`config.mk`:
```
export PLATFORM = sky130hd
export DESIGN_NAME = drum_mult_pipe_flat
export DESIGN_NICKNAME = d
export VERILOG_FILES = /design/src/rtl/drum_pkg.sv /design/src/rtl/drum_mult_pipe_if.sv /design/src/rtl/lod_enc.sv /design/src/rtl/drum_mult_pipe.sv /design/src/flat_wrapper.sv
export SDC_FILE = /design/constraint.sdc
export NUM_CORES = 1
export LEC_CHECK = 0
export ABC_CLOCK_PERIOD_IN_PS = 6000
export CAP_MARGIN = 15
export CORE_ASPECT_RATIO = 1.25
export CORE_MARGIN = 5
export CORE_UTILIZATION = 40
export CTS_BUF_LIST = sky130_fd_sc_hd__clkbuf_4
export DETAILED_ROUTE_END_ITERATION = 6
export GPL_TIMING_DRIVEN = 0
export MAX_ROUTING_LAYER = met4
export PLACE_DENSITY = 0.62
export SYNTH_ARGS = -nofsm -noshare
export SYNTH_HDL_FRONTEND = slang
export SYNTH_HIERARCHICAL = 1
export SYNTH_SLANG_ARGS = --single-unit
```
`constraint.sdc`:
```
create_clock -name clk -period 6 [get_ports clk]
set_input_delay 0.6 -clock clk [delete_from_list [all_inputs] [get_ports clk]]
set_output_delay 0.6 -clock clk [all_outputs]
set_load 0.01 [all_outputs]
```
`src/rtl/drum_pkg.sv`:
```
// drum_pkg: shared widths, clog2 helper and pipeline stage records; DRUM_SIGNED_EN adds the sign bit
package drum_pkg;
    localparam int DRUM_N = 16;
    localparam int DRUM_K = 6;
    function automatic int clog2(input int v);
        int r = 0;
        while ((1 << r) < v) r++;
        return r;
    endfunction
    localparam int IDXW = clog2(DRUM_N);
    localparam int SHW = clog2(2 * DRUM_N);
    typedef struct packed {
        logic [DRUM_N-1:0] mag_a;
        logic [DRUM_N-1:0] mag_b;
        logic [IDXW-1:0] p_a;
        logic [IDXW-1:0] p_b;
        logic zero;
`ifdef DRUM_SIGNED_EN
        logic sign;
`endif
    } s1_t;
    typedef struct packed {
        logic [DRUM_K-1:0] t_a;
        logic [DRUM_K-1:0] t_b;
        logic [IDXW-1:0] s_a;
        logic [IDXW-1:0] s_b;
        logic zero;
`ifdef DRUM_SIGNED_EN
        logic sign;
`endif
    } s2_t;
endpackage

```
`src/rtl/drum_mult_pipe_if.sv`:
```
// drum_mult_pipe_if: operand/product valid-ready bus of the DRUM multiplier
interface drum_mult_pipe_if #(parameter int N = 16);
    logic in_valid;
    logic in_ready;
    logic [N-1:0] in_a;
    logic [N-1:0] in_b;
    logic out_valid;
    logic out_ready;
    logic [2*N-1:0] out_p;
    modport master (output in_valid, in_a, in_b, out_ready, input in_ready, out_valid, out_p);
    modport slave (input in_valid, in_a, in_b, out_ready, output in_ready, out_valid, out_p);
endinterface

```
`src/rtl/lod_enc.sv`:
```
// lod_enc: leading-one detector with binary index and all-zero flag
module lod_enc
    import drum_pkg::*;
#(
    parameter int N = 16,
    localparam int W = clog2(N)
) (
    input  logic [N-1:0] d,
    output logic [W-1:0] p,
    output logic         zero
);
    // highest set bit wins because later iterations overwrite earlier ones
    always_comb begin
        p = '0;
        for (int i = 0; i < N; i++) if (d[i]) p = W'(i);
    end
    assign zero = ~|d;
endmodule

```
`src/rtl/drum_mult_pipe.sv`:
```
// drum_mult_pipe: 3-stage DRUM approximate multiplier (lod, trim, mul); DRUM_SIGNED_EN selects two's complement operands
module drum_mult_pipe
    import drum_pkg::*;
#(
    parameter int N = DRUM_N,
    parameter int K = DRUM_K
) (
    input logic clk,
    input logic rst,
    drum_mult_pipe_if.slave bus
);
    logic adv, v1, v2;
    logic [N-1:0] mag_a, mag_b;
    logic [IDXW-1:0] p_a, p_b;
    logic z_a, z_b;
    logic [2*N-1:0] prod, res;
    s1_t s1;
    s2_t s2;
    function automatic logic [K-1:0] trim_t(input logic [N-1:0] m, input logic [IDXW-1:0] p);
        return (int'(p) < K) ? m[K-1:0] : (K'(m >> (int'(p) - K + 1)) | K'(1));
    endfunction
    function automatic logic [IDXW-1:0] trim_s(input logic [IDXW-1:0] p);
        return (int'(p) < K) ? '0 : IDXW'(int'(p) - K + 1);
    endfunction
    assign adv = !bus.out_valid || bus.out_ready;
    assign bus.in_ready = adv;
`ifdef DRUM_SIGNED_EN
    assign mag_a = bus.in_a[N-1] ? -bus.in_a : bus.in_a;
    assign mag_b = bus.in_b[N-1] ? -bus.in_b : bus.in_b;
`else
    assign mag_a = bus.in_a;
    assign mag_b = bus.in_b;
`endif
    lod_enc #(.N(N)) u_lod_a (.d(mag_a), .p(p_a), .zero(z_a));
    lod_enc #(.N(N)) u_lod_b (.d(mag_b), .p(p_b), .zero(z_b));
    assign prod = s2.zero ? '0 : ({{(2*N-K){1'b0}}, s2.t_a} * {{(2*N-K){1'b0}}, s2.t_b})
                                 << (SHW'(s2.s_a) + SHW'(s2.s_b));
`ifdef DRUM_SIGNED_EN
    assign res = (s2.sign && prod != '0) ? -prod : prod;
`else
    assign res = prod;
`endif
    // valid chain and output register; the whole pipe moves together on adv
    always_ff @(posedge clk) begin
        if (rst) begin
            v1 <= 1'b0;
            v2 <= 1'b0;
            bus.out_valid <= 1'b0;
            bus.out_p <= '0;
        end else if (adv) begin
            v1 <= bus.in_valid;
            v2 <= v1;
            bus.out_valid <= v2;
            bus.out_p <= res;
        end
    end
    // stage data registers need no reset since their valids gate them
    always_ff @(posedge clk) begin
        if (adv) begin
            s1.mag_a <= mag_a;
            s1.mag_b <= mag_b;
            s1.p_a <= p_a;
            s1.p_b <= p_b;
            s1.zero <= z_a | z_b;
`ifdef DRUM_SIGNED_EN
            s1.sign <= bus.in_a[N-1] ^ bus.in_b[N-1];
            s2.sign <= s1.sign;
`endif
            s2.t_a <= trim_t(s1.mag_a, s1.p_a);
            s2.t_b <= trim_t(s1.mag_b, s1.p_b);
            s2.s_a <= trim_s(s1.p_a);
            s2.s_b <= trim_s(s1.p_b);
            s2.zero <= s1.zero;
        end
    end
endmodule

```
`src/flat_wrapper.sv`:
```
// flat-port wrapper written by rule: the top's interface ports become plain ports
module drum_mult_pipe_flat import drum_pkg::*;
#(
    parameter int N = DRUM_N,
    parameter int K = DRUM_K
)
  (clk, rst, bus_in_valid, bus_in_a, bus_in_b, bus_out_ready, bus_in_ready, bus_out_valid, bus_out_p);
  drum_mult_pipe_if #(.N(N)) bus_i ();
  input logic clk;
  input logic rst;
  input wire logic [$bits(bus_i.in_valid)-1:0] bus_in_valid;
  input wire logic [$bits(bus_i.in_a)-1:0] bus_in_a;
  input wire logic [$bits(bus_i.in_b)-1:0] bus_in_b;
  input wire logic [$bits(bus_i.out_ready)-1:0] bus_out_ready;
  output wire logic [$bits(bus_i.in_ready)-1:0] bus_in_ready;
  output wire logic [$bits(bus_i.out_valid)-1:0] bus_out_valid;
  output wire logic [$bits(bus_i.out_p)-1:0] bus_out_p;
  assign bus_i.in_valid = bus_in_valid;
  assign bus_i.in_a = bus_in_a;
  assign bus_i.in_b = bus_in_b;
  assign bus_i.out_ready = bus_out_ready;
  assign bus_in_ready = bus_i.in_ready;
  assign bus_out_valid = bus_i.out_valid;
  assign bus_out_p = bus_i.out_p;
  drum_mult_pipe #(.N(N), .K(K)) u_core (.clk(clk), .rst(rst), .bus(bus_i));
endmodule
```
==> results of run 1 <==
[kinds of logic after synthesis]
family	count (synthesis)
mux	47
fa+ha+maj	50
buf+inv	71
flops	97
compound gates	181
simple gates	242
xor+xnor	18
[placed cells by master (no fill, tap or decap), types with 30 or more instances in the layout]
| cell type | Yosys | final |
|---|---|---|
| nand2_1 | 80 | 80 |
| clkdlybuf4s50_1 | 0 | 69 |
| nor2_1 | 69 | 69 |
| edfxtp_1 | 62 | 62 |
| a21oi_1 | 40 | 40 |
| inv_1 | 40 | 39 |
| dfxtp_1 | 35 | 35 |
| ha_1 | 32 | 32 |
| o21ai_0 | 31 | 31 |
| mux2i_1 | 30 | 30 |
[critical path: stages (launching register included)]
cell      delay, ns
edfxtp_1       0.50
and2_1         0.22
fa_1           0.50
fa_1           0.54
inv_1          0.05
fa_1           0.53
inv_1          0.04
ha_1           0.38
nor2_1         0.20
a211oi_2       0.10
or4_1          0.50
a32o_2         0.32
nor2_1         0.34
o21ai_0        0.29
o31ai_1        0.25
[how the worst max path moves through the flow]
stage / end / start / depth (start not counted)
2_1_floorplan: u_core/bus.out_p[15]$_SDFFE_PP0P_ / u_core/s2[16]$_DFFE_PP_ / 14
3_3_place_gp: u_core/bus.out_p[29]$_SDFFE_PP0P_ / u_core/s2[16]$_DFFE_PP_ / 14
3_5_place_dp: u_core/bus.out_p[29]$_SDFFE_PP0P_ / u_core/s2[16]$_DFFE_PP_ / 14
4_1_cts: u_core/bus.out_p[29]$_SDFFE_PP0P_ / u_core/s2[16]$_DFFE_PP_ / 14
5_1_grt: u_core/bus.out_p[29]$_SDFFE_PP0P_ / u_core/s2[17]$_DFFE_PP_ / 14
6_report: u_core/bus.out_p[29]$_SDFFE_PP0P_ / u_core/s2[16]$_DFFE_PP_ / 14
[stage by stage]
step,area (µm²),instances,power (µW)
2_1_floorplan,6770,706,2810
3_3_place_gp,7740,995,3550
3_5_place_dp,7760,996,3600
4_1_cts,7900,1012,3960
5_1_grt,7900,1014,4310
6_report,7900,1014,3950
[per-layer routing]
layer	wire length, µm	vias up
met1	6810	2781
li1	-	2765
met2	9190	156
met3	620	41
met5	0	-
met4	518	0
[flip-flops by register name, indices dropped and copies added (netlist names)]
name	cells
u_core/s1	41
u_core/bus.out_valid	1
u_core/v1	1
u_core/s2	21
u_core/v2	1
u_core/bus.out_p	32
[power groups by stage]
stage	Sequential [µW]	Combinational (µW)	Clock [µW]
after floorplan	959	1850	0
after global placement	944	2610	0
after detailed placement	948	2650	0
after CTS	931	2660	371
after global routing	947	2960	399
final	930	2670	355
[area by class of cell]
cell class | instances | share of cell area [%]
multi-input cells | 538 | 49.9
flip-flops and latches | 97 | 32.4
repair buffers | 70 | 8.99
well taps | 220 | 3.48
inverters | 40 | 1.90
plain buffers | 31 | 1.52
clock buffers | 10 | 0.950
clock inverters | 6 | 0.807
diodes | 2 | 0.0633
==> metrics.yaml, run 1 <==
yosys-top-cells-area: "edfxtp_1, dfxtp_1, ha_1"
utilization_pct: 47.3
ant_nets: 0
min_to: "u_core/bus.out_p[27]$_SDFFE_PP0P_"
r2r.worst_path.cells: 14
grt_use_met1_pct: 19.9
synth_fp_nets: 792
via_per_inst: 5.66
fmax_mhz: 206
regArea_um2: 2560
reg2reg_slack_ns: 1.14
clock-sinks: 97
rr_endpoint: "u_core/bus.out_p[29]$_SDFFE_PP0P_"
synth_compound_area_share_pct: 18.5
yosysSeqAreaShare_pct: 37.8
cp-end-kind: "register"
root_buffer: "clkbuf_4"
synth_top_family_by_area: "compound AO/OA/AOI/OAI gates"
clk_pin_slew_ns: 0.16
hold_buffers: 0
max-slew-margin-rel_pct: 35.9
ctsHtreeMaxLevel: 3
final.min_clock_period_ns: 4.86
clock_path_buffers: 2
drive_gt1_share_pct: 6.69
rsz0062_at_grt: "no"
maxCapViolCount: 0
peakVddDrop_v: 0.000271
rr_startpoint: "u_core/s2[16]$_DFFE_PP_"
grt_pass1_vias: 5824
fin_ws_ns: 1.14
netlist_top_cells_count: "nand2_1, nor2_1, edfxtp_1"
die_y_um: 155
vias: 5743
tightest_slew_ns: 0.954
cts_setup_buffers: 0
use_met3_pct: 2.85
ys_async_sr_fraction_pct: 0
synth.most_common_cell: "nand2_1"
wirelength_um: 17100
initial_core_util_pct: 40.5
multiInputGateArea_um2: 3940
share_comb_of_total_power_pct: 67.5
yosys.area.top_type: "edfxtp_1"
p_int_uw: 2050
dp_hpwl_um: 13600
synth_edf_count: 62
p_clk_share_pct: 9.0
synthSimpleGateAreaFrac_pct: 16.8
synthMuxAreaShare_pct: 9.26
p_sw_share_pct: 48.2
grt.overflow.total: 0
core-area_um2: 16700
row_count: 53
p_per_area_nw_per_um2: 500
antenna_found_initial: 1
synth_area_um2: 6770
drt-wirelength-per-cell_um: 16.9
grt_pass1_wl_um: 28500
crit_fanout: 7
criticalPathCategory: "register to register"
grt_max_degree: 47
cts_tree: "done"
ys_seq_elements: 97
busiest_layer: "met2"
synth_fa_ha_area_share_pct: 11.2
hold_ws_ns: 0.458
ctsResizeCount: 0
first_pass_iters: 5
cp.required_ns: 6.38
setup_tns_ns: 0
syn_inst: 706
ys.flop_type: "edfxtp_1"
clock_skew_ns: 0.0256
slew_violations: 0
min_path_cells: 2
gp_congestion: 0.939
chipWidth_um: 126
holdCritStartpoint: "u_core/bus.out_p[27]$_SDFFE_PP0P_"
drt_iter0_markers: 424
synth.distinct_cells: 62
use_met2_pct: 32.7
p_switching_uw: 1900
clock_latency_ns: 0.45
syn_area_per_cell_um2: 9.59
setup_viol: 0
die-area_um2: 19700
ys_warn_count: 6
seqPwrFrac_pct: 23.5
dpl_worst_slack_ns: 1.16
syn_to_final_growth_pct: 16.7
yosysTopAreaCellShare_pct: 27.5
hp-class: "register to register"
drc: 0
synth_xor_area_share_pct: 2.44
layout.nets: 873
startpoint_type: "register"
fin_crit_sh_pct: 80.9
io_pins: 70
grt_usage_pct: 18.2
status: "finished clean"
cts_buffers: 9
fillers: 1642
cp.arrival_ns: 5.24
finalHoldViolations: 0
leakage_uw: 0.00309
port_buffers: 69
(Power assumes the default switching activity.)
==> inputs of run 2 (changes only) <==
Settings changed: ABC_CLOCK_PERIOD_IN_PS 6000 to 5000.
Clock period 6 ns to 5 ns, I/O delays scaled along.
==> run 2 against run 1 <==
Effect of this change:
- power increased by 21%
- global-route usage unchanged
- cell area increased by 0.22%
- wire length decreased by 0.17%
- combinational power increased by 21%
- setup slack got worse by 0.86 ns
- sequential share of layout area decreased by 0.072 points
- clock skew decreased by 0.0046 ns
- fmax increased by 2.9%
- first-iteration DRC count decreased by 12%
==> metrics.yaml, run 2 (synthesized netlist as in run 1, its figures left out) <==
leakage_uw: 0.00310  # +0.21%
final_common_cell: "nand2_1"
peakVddDrop_v: 0.000326  # +20%
hold_ws_ns: 0.458  # +0.00000500 ns
clock_path_buffers: 2  # unchanged
vias: 5782  # +0.68%
hp-class: "register to register"
gp_congestion: 0.939  # unchanged
grt_pass1_wl_um: 28500  # unchanged
die_y_um: 155  # unchanged
cp.required_ns: 5.38  # -1.00 ns
first_pass_iters: 5  # unchanged
p_per_area_nw_per_um2: 603  # +21%
grt_pass1_vias: 5824  # unchanged
criticalPathCategory: "register to register"
drt_iter0_markers: 373  # -12%
maxCapViolCount: 0  # unchanged
root_buffer: "clkbuf_4"
grt_max_degree: 47  # unchanged
final_cells: 1015  # +0.099%
wirelength_um: 17100  # -0.17%
design_area_um2: 7920  # +0.22%
die-area_um2: 19700  # unchanged
startpoint_type: "register"
clock_latency_ns: 0.45  # about the same
antenna_found_initial: 1  # unchanged
ant_nets: 0  # unchanged
layout_common_cells: "nand2_1, clkdlybuf4s50_1, nor2_1"
grt.overflow.total: 0  # unchanged
cp.arrival_ns: 5.10  # -0.14 ns
initial_core_util_pct: 40.5  # unchanged
cts_tree: "done"
drc: 0  # unchanged
fin_crit_sh_pct: 94.4  # +13 points
setup_viol: 0  # unchanged
largest_reg_flops: 41  # unchanged
cp-end-kind: "register"
setup_tns_ns: 0  # unchanged
row_count: 53  # unchanged
hold_buffers: 0  # unchanged
io_pins: 70  # unchanged
final.min_clock_period_ns: 4.72  # -0.136 ns
port_buffers: 69  # unchanged
crit_fanout: 7  # unchanged
finalHoldViolations: 0  # unchanged
layout.nets: 874  # +0.11%
max-slew-margin-rel_pct: 35.0  # -0.89 points
clk_pin_slew_ns: 0.15  # about the same
clock-sinks: 97  # unchanged
top_register: "u_core/s1"
core-area_um2: 16700  # unchanged
ctsHtreeMaxLevel: 3  # unchanged
via_per_inst: 5.70  # +0.58%
placed_area_um2: 7760  # unchanged
rsz0062_at_grt: "no"
reg_top3: "u_core/s1: 41 flops, u_core/bus.out_p: 32 flops, u_core/s2: 21 flops"
drt-wirelength-per-cell_um: 16.9  # -0.27%
fmax_mhz: 212  # +2.9%
dp.cells: 996  # unchanged
chipWidth_um: 126  # unchanged
dp_hpwl_um: 13600  # unchanged
status: "finished clean"
cts_buffers: 9  # unchanged
tightest_slew_ns: 0.968  # +0.0133 ns
grt_usage_pct: 18.2  # unchanged
clock_skew_ns: 0.0210  # -0.00460 ns
slew_violations: 0  # unchanged
syn_to_final_growth_pct: 16.9
drive_gt1_share_pct: 7.06  # +0.37 points
## run 2: layer usage
layer	GRT usage (%)	vias to the layer above	part of all wire, %	wire length (µm)
met5	-	-	0	0
met3	2.85	54	4.0	692
met2	32.7	186	53	9060
met4	7.77	0	3.5	604
li1	-	2765	-	-
met1	19.9	2777	39	6760
## run 2: worst max-delay path: stages (launching register included)
cell	delay [ns]
edfxtp_1	0.51
and2_1	0.22
fa_1	0.50
fa_1	0.54
inv_1	0.05
fa_1	0.53
inv_1	0.04
ha_1	0.38
nor2_1	0.20
a211oi_2	0.10
or4_1	0.50
a32o_2	0.32
nor2_2	0.23
o21ai_0	0.26
o31ai_1	0.26
## run 2: power breakdown
part | internal [µW] | switching, µW | leakage (µW)
Sequential | 1010 | 108 | 0.000926
Combinational | 1310 | 1930 | 0.00209
Clock | 160 | 265 | 0.0000793
## run 2: area by class of cell
type	instances	area [µm²]
Antenna cell	2	5.00
Buffer	31	120
Clock buffer	10	75.1
Clock inverter	6	63.8
Fill cell	1638	8790
Inverter	40	150
Multi-Input combinational cell	538	3950
Sequential cell	97	2560
Tap cell	220	275
Timing Repair Buffer	71	718
## run 2: through the flow
step / power [µW] / util [%] / setup WS [ns]
final: 4780 / 47.4 / 0.279
after global routing: 5200 / 47.4 / 0.00233
after CTS: 4750 / 47.3 / 0.131
after detailed placement: 4320 / 46.4 / 0.161
after global placement: 4260 / 46.3 / 0.204
after floorplan: 3370 / - / 0.703
## run 2: final timing paths
path / slack [ns] / from / end / cells past startpoint
setup / recovery: 0.28 / u_core/s2[16]$_DFFE_PP_ / u_core/bus.out_p[29]$_SDFFE_PP0P_ / 14
hold / removal: 0.46 / u_core/bus.out_p[27]$_SDFFE_PP0P_ / u_core/bus.out_p[27]$_SDFFE_PP0P_ / 2
setup reg to reg: 0.28 / u_core/s2[16]$_DFFE_PP_ / u_core/bus.out_p[29]$_SDFFE_PP0P_ / 14
hold reg to reg: 0.46 / u_core/bus.out_p[27]$_SDFFE_PP0P_ / u_core/bus.out_p[27]$_SDFFE_PP0P_ / 2
## run 2: what timing repair did
item	CTS	global route
resized for setup	0	2
endpoints found under the hold margin	0	0
buffers inserted	0	1
endpoints found under the setup margin	0	6
==> inputs of run 3 (changes only) <==
Settings changed: SKIP_LAST_GASP set to 1.
==> results of run 3 <==
Final layout, timing and power as in run 2 (identical DEF).
